**src/rtl/max_pool_2x2_if.sv**
```systemverilog
// Pixel stream bundle between the convolution stage and the 2x2 max pooler.
//   in_valid    : upstream pixel strobe
//   inputPixel  : raster-order input pixel
//   outputPixel : pooled pixel (registered in the pooler)
//   out_valid   : pooled pixel strobe
//   frame_done  : pulse with the last pooled pixel of a frame
// master = upstream/downstream environment, slave = the pooler.
interface max_pool_2x2_if #(
    parameter int unsigned WORD_SIZE = 8
);
    logic                 in_valid;
    logic [WORD_SIZE-1:0] inputPixel;
    logic [WORD_SIZE-1:0] outputPixel;
    logic                 out_valid;
    logic                 frame_done;

    modport master (
        output in_valid,
        output inputPixel,
        input  outputPixel,
        input  out_valid,
        input  frame_done
    );

    modport slave (
        input  in_valid,
        input  inputPixel,
        output outputPixel,
        output out_valid,
        output frame_done
    );
endinterface

```
**src/rtl/max_pool_2x2.sv**
```systemverilog
// Non-overlapping 2x2 max pooling, stride 2, on a raster-order pixel stream.
// Even-column pixels are parked in a pair register; odd-column pixels form the
// horizontal max. Even rows park that max in a half-row line buffer, odd rows
// combine it with the buffered value and emit one pooled pixel a cycle later.
//   clk  : single clock, rising edge
//   rst  : synchronous, active-high reset
//   pool : max_pool_2x2_if slave port (in_valid/inputPixel in,
//          outputPixel/out_valid/frame_done out, all outputs registered)
// The interface WORD_SIZE must match this module's WORD_SIZE.
module max_pool_2x2 #(
    parameter int unsigned WORD_SIZE = 8,
    parameter int unsigned ROW_SIZE  = 540,
    parameter int unsigned NUM_ROWS  = 540
) (
    input  logic           clk,
    input  logic           rst,
    max_pool_2x2_if.slave  pool
);
    localparam int unsigned HALF_ROW = ROW_SIZE / 2;
    localparam int unsigned COL_W    = (ROW_SIZE > 1) ? $clog2(ROW_SIZE) : 1;
    localparam int unsigned ROW_W    = (NUM_ROWS > 1) ? $clog2(NUM_ROWS) : 1;
    localparam int unsigned IDX_W    = (HALF_ROW > 1) ? $clog2(HALF_ROW) : 1;

    // Position of the next pixel to be accepted.
    logic [COL_W-1:0]     col_q;
    logic [ROW_W-1:0]     row_q;

    // Data path storage; every entry is rewritten before it is read, so no reset.
    logic [WORD_SIZE-1:0] pair_q;
    logic [WORD_SIZE-1:0] line_buf [HALF_ROW];

    // Registered outputs.
    logic [WORD_SIZE-1:0] out_pixel_q;
    logic                 out_valid_q;
    logic                 frame_done_q;

    // Combinational helpers.
    logic                 col_odd_c;
    logic                 row_odd_c;
    logic                 col_last_c;
    logic                 row_last_c;
    logic [IDX_W-1:0]     lb_idx_c;
    logic [WORD_SIZE-1:0] lb_rd_c;
    logic [WORD_SIZE-1:0] hmax_c;
    logic [WORD_SIZE-1:0] vmax_c;
    logic                 emit_c;

    // Position decode and max trees.
    always_comb begin
        col_odd_c  = col_q[0];
        row_odd_c  = row_q[0];
        col_last_c = (col_q == COL_W'(ROW_SIZE - 1));
        row_last_c = (row_q == ROW_W'(NUM_ROWS - 1));
        lb_idx_c   = IDX_W'(col_q >> 1);
        lb_rd_c    = line_buf[lb_idx_c];
        hmax_c     = (pair_q > pool.inputPixel) ? pair_q : pool.inputPixel;
        vmax_c     = (lb_rd_c > hmax_c) ? lb_rd_c : hmax_c;
        // Bottom-right pixel of a 2x2 block is being accepted.
        emit_c     = pool.in_valid && col_odd_c && row_odd_c;
    end

    // Column/row counters; advance only on accepted pixels, wrap per row/frame.
    always_ff @(posedge clk) begin
        if (rst) begin
            col_q <= '0;
            row_q <= '0;
        end else if (pool.in_valid) begin
            if (col_last_c) begin
                col_q <= '0;
                row_q <= row_last_c ? '0 : row_q + ROW_W'(1);
            end else begin
                col_q <= col_q + COL_W'(1);
            end
        end
    end

    // Pair register and line buffer writes.
    always_ff @(posedge clk) begin
        if (pool.in_valid && !col_odd_c) begin
            pair_q <= pool.inputPixel;
        end
        if (pool.in_valid && col_odd_c && !row_odd_c) begin
            line_buf[lb_idx_c] <= hmax_c;
        end
    end

    // Output stage: one-cycle strobe, pixel held between strobes.
    always_ff @(posedge clk) begin
        if (rst) begin
            out_pixel_q  <= '0;
            out_valid_q  <= 1'b0;
            frame_done_q <= 1'b0;
        end else begin
            out_valid_q  <= emit_c;
            frame_done_q <= emit_c && col_last_c && row_last_c;
            if (emit_c) begin
                out_pixel_q <= vmax_c;
            end
        end
    end

    assign pool.outputPixel = out_pixel_q;
    assign pool.out_valid   = out_valid_q;
    assign pool.frame_done  = frame_done_q;

endmodule

```
**src/flat_wrapper.sv**
```systemverilog
// flat-port wrapper written by rule: the top's interface ports become plain ports
module max_pool_2x2_flat 
#(
    parameter int unsigned WORD_SIZE = 8,
    parameter int unsigned ROW_SIZE  = 540,
    parameter int unsigned NUM_ROWS  = 540
)
  (clk, rst, pool_in_valid, pool_inputPixel, pool_outputPixel, pool_out_valid, pool_frame_done);
  max_pool_2x2_if #(.WORD_SIZE(WORD_SIZE)) pool_i ();
  input  logic clk;
  input  logic rst;
  input wire logic [$bits(pool_i.in_valid)-1:0] pool_in_valid;
  input wire logic [$bits(pool_i.inputPixel)-1:0] pool_inputPixel;
  output wire logic [$bits(pool_i.outputPixel)-1:0] pool_outputPixel;
  output wire logic [$bits(pool_i.out_valid)-1:0] pool_out_valid;
  output wire logic [$bits(pool_i.frame_done)-1:0] pool_frame_done;
  assign pool_i.in_valid = pool_in_valid;
  assign pool_i.inputPixel = pool_inputPixel;
  assign pool_outputPixel = pool_i.outputPixel;
  assign pool_out_valid = pool_i.out_valid;
  assign pool_frame_done = pool_i.frame_done;
  max_pool_2x2 #(.WORD_SIZE(WORD_SIZE), .ROW_SIZE(ROW_SIZE), .NUM_ROWS(NUM_ROWS)) u_core (.clk(clk), .rst(rst), .pool(pool_i));
endmodule
```
**config.mk**
```make
export PLATFORM = sky130hd
export DESIGN_NAME = max_pool_2x2_flat
export DESIGN_NICKNAME = d
export VERILOG_FILES = /design/src/rtl/max_pool_2x2_if.sv /design/src/rtl/max_pool_2x2.sv /design/src/flat_wrapper.sv
export SDC_FILE = /design/constraint.sdc
export NUM_CORES = 2
export LEC_CHECK = 0
export BUFFER_PORTS_ARGS = -buffer_cell sky130_fd_sc_hd__buf_2
export CAP_MARGIN = 20
export CELL_PAD_IN_SITES_DETAIL_PLACEMENT = 1
export CELL_PAD_IN_SITES_GLOBAL_PLACEMENT = 2
export CORE_ASPECT_RATIO = 0.8
export CORE_MARGIN = 2
export CORE_UTILIZATION = 45
export DETAILED_ROUTE_END_ITERATION = 10
export GPL_TIMING_DRIVEN = 0
export PLACE_DENSITY = 0.76
export SETUP_SLACK_MARGIN = 0.15
export SYNTH_ARGS = -nofsm -noshare
export SYNTH_HDL_FRONTEND = slang
export SYNTH_SLANG_ARGS = --single-unit
```
**constraint.sdc**
```tcl
create_clock -name clk -period 8.7 [get_ports clk]
set_input_delay 0.87 -clock clk [delete_from_list [all_inputs] [get_ports clk]]
set_output_delay 0.87 -clock clk [all_outputs]
set_load 0.01 [all_outputs]
```
=== Yosys cells after proc, flatten, opt, wreduce, memory -nomap -nowiden ===
Memories as Yosys holds them, arrays and structs flattened. A register that Yosys moved wholly into a read port is not among the register bits.
Index checks and enable logic that the tools add are counted.

* Bits in registers: 38
* Output and inout port bits: 10
* RAM bits: 2,160
* Logic and storage cells: 30
* Input port bits: 11
* Memories: 1

* $add $sub $neg: 2
* Mux-type cells: 8
* Reductions and logical operators: 9
* Magnitude comparators: 2
* Eq/ne operators: 2

{| class="wikitable"
|+ Memory list
! memory !! depth !! bits a word !! read ports !! clocked after memory_dff !! wr ports !! line !! RTL
|-
| u_core.line_buf || 270 || 8 || 1 || 1 || 1 || max_pool_2x2.sv:30 || <nowiki>logic [WORD_SIZE-1:0] line_buf [HALF_ROW];</nowiki>
|}

{| class="wikitable"
|+ Operators with widths
! kind !! number
|-
| 10-bit by 1-bit adder with 10-bit output (second input constant) || 2
|-
| 10-bit equality test (second input constant) || 2
|-
| 10-bit 2-to-1 mux || 2
|-
| 9-bit 2-to-1 mux || 2
|-
| 8-bit greater-than comparator || 2
|-
| 8-bit 2-to-1 mux || 2
|-
| 1-bit logical AND || 6
|-
| 1-bit zero test || 2
|-
| 1-bit 2-to-1 mux || 2
|-
| 2-bit AND reduction || 1
|}

=== Longest topological paths before layout ===
* Depth in word-level cells: 4
* Depth in mapped cells: 22
* Gate-level depth less buffers: 19

=== Worst setup path after synthesis ===
OpenSTA, ideal clock, no wires.

* Path kind: input to register
* Start: input pool_inputPixel[1]
* End: register u_core.out_pixel_q[7], in the netlist u_core.pool.outputPixel[7]
* Path slack: 1,433 ps
* Library setup time: 126 ps
* Arrival: 7,142 ps
* Path buffers: 0
* Cell stages on the path: 19
* Required time: 8,574 ps
* Path through: inv_1 -> ha_1 -> nor2b_1 -> o21a_1 -> o21a_1 -> o21ai_0 -> nand3b_1 -> nand2_1 -> mux2i_1 -> inv_1 -> ha_1 -> nor2b_1 -> o21a_1 -> o21a_1 -> o21ai_0 -> a21oi_1 -> o31ai_1 -> nor2_1 -> a221o_1

* Cells in the longest elaborated chain, start to end: 4

{| class="wikitable"
|+ RTL lines
! what !! line !! RTL
|-
| start: declaration || flat_wrapper.sv:13 || <nowiki>input wire logic [$bits(pool_i.inputPixel)-1:0] pool_inputPixel;</nowiki>
|-
| 8-bit greater-than comparator || max_pool_2x2.sv:56 || <nowiki>hmax_c = (pair_q > pool.inputPixel) ? pair_q : pool.inputPixel;</nowiki>
|-
| 8-bit 2-to-1 mux || max_pool_2x2.sv:56 ||
|-
| net u_core.hmax_c[0] || max_pool_2x2.sv:44 || <nowiki>logic [WORD_SIZE-1:0] hmax_c;</nowiki>
|-
| 8-bit greater-than comparator || max_pool_2x2.sv:57 || <nowiki>vmax_c = (lb_rd_c > hmax_c) ? lb_rd_c : hmax_c;</nowiki>
|-
| 8-bit 2-to-1 mux || max_pool_2x2.sv:57 ||
|-
| end signal: assignment || max_pool_2x2.sv:97 || <nowiki>out_pixel_q <= vmax_c;</nowiki>
|-
| end: declaration || max_pool_2x2.sv:33 || <nowiki>logic [WORD_SIZE-1:0] out_pixel_q;</nowiki>
|}

The timed path passes the listed nets, and every way through them passes these cells.
A chain may end at the register's enable or synchronous reset.

==> flow_metrics.py <==
metrics = {
    "status": {
        "status": "completed",
    },
    "global_routing": {
        "grt-busiest-layer": "met1",
        "grt_max_degree": 162,
        "grt_pass1_vias": 45600,
        "grtUsageMet1_pct": 43.5,
        "gr-total-overflow": 0,
        "grt_usage_pct": 30.6,
        "antenna_found_initial": 26,
        "use_met2_pct": 42.9,
        "grt_pass1_wl_microns": 400000,
        "grt_use_met3_pct": 10.6,
    },
    "worst_setup_path": {
        "path_max_fanout": 10,
        "path_cells": "buf_2 -> buf_4 -> buf_6 -> buf_2 -> buf_2 -> mux4_2 -> a221oi_1 -> o32ai_1 -> nor4_1 -> nor3_1 -> nor3_1 -> ha_1 -> nor2b_1 -> o21a_1 -> o21a_1 -> o21ai_0 -> a21oi_1 -> o31ai_1 -> nor3_1 -> a2111oi_0",
        "cp.required_ns": 9.42,
        "crit_path_end_kind": "flip-flop",
        "start_kind": "flip-flop",
        "path_class": "flip-flop to flip-flop",
        "slowest_stage": "a221oi_1",
        "cp.arrival_ns": 8.63,
        "critPathMaxStageDelay_ns": 0.96,
    },
    "final_layout": {
        "area_delta_synth_final_pct": 13.1,
        "num-fill-cells": 16600,
        "nNetsFinal": 4305,
        "final_layout_size_suffix_gt1_share_pct": 25.5,
        "stdcell_count": 6997,
    },
    "drt": {
        "drcViolationCount": 0,
        "first_pass_iters": 6,
        "drtIter0Drc": 7981,
        "vias_per_cell": 6.65,
        "wire_per_inst_microns": 42.4,
        "ant_nets": 0,
        "drt_wl_total_microns": 297000,
        "vias": 46500,
    },
    "logic_synthesis": {
        "yosysUniqueCellTypes": 66,
        "synth-seq-cells": 2207,
        "async_flop_share_pct": 0,
        "synth_edf_count": 2168,
        "syn-cell-area_sq_um": 85900,
        "ys_warn_count": 0,
        "syn-num-nets": 3999,
        "synthFlopType": "edfxtp_1",
        "syn_avg_cell_area_sq_um": 21.6,
        "synth.most_common_cell": "edfxtp_1",
        "synthTopCellsByArea": "edfxtp_1, mux4_2, nor2_1",
        "yosysSeqAreaShare_pct": 76.7,
        "synth_common_cells": "edfxtp_1, mux4_2, nor2_1, mux2i_1, clkbuf_1",
        "yosys.area.top_type": "edfxtp_1",
        "synthCells": 3970,
        "synth_top_area_share_pct": 75.8,
    },
    "power_and_ir_drop": {
        "pwr_density_cell_nw_per_um2": 232,
        "vdd_drop_max_mv": 0.193,
        "p_leak_uw": 0.0293,
    },
    "floorplan": {
        "num_rows": 143,
        "coreArea_sq_um": 190000,
        "start_util_pct": 45.3,
        "die_area_sq_um": 194000,
        "io_pins": 21,
        "die_y_microns": 395,
        "die_x_microns": 493,
    },
    "timing": {
        "drv_slew": 0,
        "whs_ns": 0.212,
        "hold_viol": 0,
        "tightest_slew_ns": 1.41,
        "rsz0062_at_grt": "no",
        "slew_headroom_pct": 6.24,
        "min_period_over_period_pct": 91.0,
        "max_freq_mhz": 126,
        "setup_violations": 0,
        "period_minus_slack_ns": 7.91,
        "skew_ns": 0.0450,
    },
    "job": {
        "maxCapViolCount": 0,
    },
    "clock_tree": {
        "cts_setup_buffers": 0,
        "cts_tree": "built",
        "root_buffer": "clkbuf_16",
        "clock_latency_ns": 0.87,
        "cts_buffers": 203,
        "path_clk_slew_ns": 0.07,
        "cts_max_path_buffers": 3,
        "htree_levels": 4,
        "post_cts_resized": 0,
        "cts.sinks": 2207,
        "cts_hold_buf": 0,
    },
    "placement": {
        "io_buffers": 19,
        "gp_congestion": 1.01,
        "dp.cells": 6586,
        "hpwl_microns": 199000,
    },
    "hold_path": {
        "worstHoldPathType": "input port to flip-flop",
    },
}
## layout make-up
| cell class | instances | area, sq um | area share, % |
|---|---|---|---|
| flip-flops and latches | 2207 | 65900 | 67.8 |
| inverters | 24 | 143 | 0.147 |
| diodes | 13 | 32.5 | 0.0335 |
| clock inverters | 141 | 1460 | 1.50 |
| repair buffers | 101 | 1250 | 1.28 |
| plain buffers | 224 | 1270 | 1.31 |
| multi-input cells | 1515 | 18700 | 19.3 |
| clock buffers | 235 | 5220 | 5.37 |
| well taps | 2537 | 3170 | 3.27 |
## critical path, delay by kind of cell, from the launching register on
kind / cells / cell delay, ns
AOI/OAI and AO/OA: 8 / 2.91
buffers and inverters: 5 / 2.55
and+or+nand+nor: 5 / 1.32
muxes: 1 / 0.43
DFF: 1 / 0.31
adders and majority gates: 1 / 0.18
## cells by family (layout without fill, tap and decap cells)
kind of cell | count (synthesis) | in the layout | share of synthesized area (%)
adders and majority gates | 18 | 18 | 0.262
DFF | 2207 | 2207 | 76.7
AOI/OAI and AO/OA | 248 | 248 | 2.07
muxes | 701 | 701 | 16.6
other | 0 | 13 | 0
buffers and inverters | 248 | 725 | 1.56
and+or+nand+nor | 534 | 534 | 2.69
xor gates and xnor gates | 14 | 14 | 0.143
## per-layer routing
| layer | part of all wire, % | routed length [microns] | vias to the layer above |
|---|---|---|---|
| li1 | - | - | 17300 |
| met1 | 39 | 114000 | 25100 |
| met2 | 43 | 126000 | 3476 |
| met3 | 14 | 40700 | 660 |
| met4 | 5.2 | 15400 | 14 |
| met5 | 0.035 | 103 | - |
## flip-flops by register name (all words and copies together), names as in the netlist, named ones only
register                 flops
u_core.col_q                10
u_core.line_buf           2160
u_core.pair_q                8
u_core.pool.frame_done       1
u_core.pool.out_valid        1
u_core.pool.outputPixel      8
u_core.row_q                10
## report_power, final
part           internal [uW]  switching (uW)
sequential             12000            4.26
clock                   5010            4170
combinational            395             993
## path summary, 6_finish.rpt
kind	from	to	slack [ns]	cells after the start
worst max-delay path	flip-flop	u_core.pool.outputPixel[5]$_SDFFE_PP0P_	0.79	20
worst min-delay path	pool_inputPixel[6]	u_core.pair_q[6]$_DFFE_PP_	0.21	1
worst max register to register	flip-flop	u_core.pool.outputPixel[5]$_SDFFE_PP0P_	0.79	20
worst min register to register	u_core.row_q[1]$_SDFFE_PP0P_	u_core.row_q[1]$_SDFFE_PP0P_	0.50	2
## placed cells by master, fill, tap and decap left out, types with 17 or more instances in the layout
| master | n |
|---|---|
| nor3_1 | 17 |
| buf_4 | 42 |
| nor2b_1 | 17 |
| mux2i_1 | 113 |
| clkbuf_2 | 20 |
| dfxtp_1 | 39 |
| clkinv_2 | 44 |
| nand3_1 | 23 |
| nor2_1 | 315 |
| clkinv_1 | 45 |
| a21oi_1 | 50 |
| o221ai_1 | 25 |
| mux4_2 | 578 |
| buf_8 | 33 |
| nand2_1 | 88 |
| a22oi_1 | 48 |
| o22ai_1 | 21 |
| buf_2 | 75 |
| edfxtp_1 | 2168 |
| bufinv_16 | 23 |
| clkbuf_16 | 204 |
| ha_1 | 18 |
| buf_6 | 46 |
| clkbuf_1 | 120 |
## metrics by stage
stage	setup WS [ns]	instance area [sq um]	utilization (%)	total power (uW)	setup TNS, ns
after floorplan	1.43	85900	-	13000	0
after global placement	-2.08	89200	47.0	13700	-1849.93
after detailed placement	1.02	90200	47.5	13600	0
after CTS	1.00	96900	51.1	22500	0
after global routing	0.816	97100	51.2	23000	0
final	0.787	97200	51.2	22500	0
No activity file was read; power rests on OpenSTA's default activity.
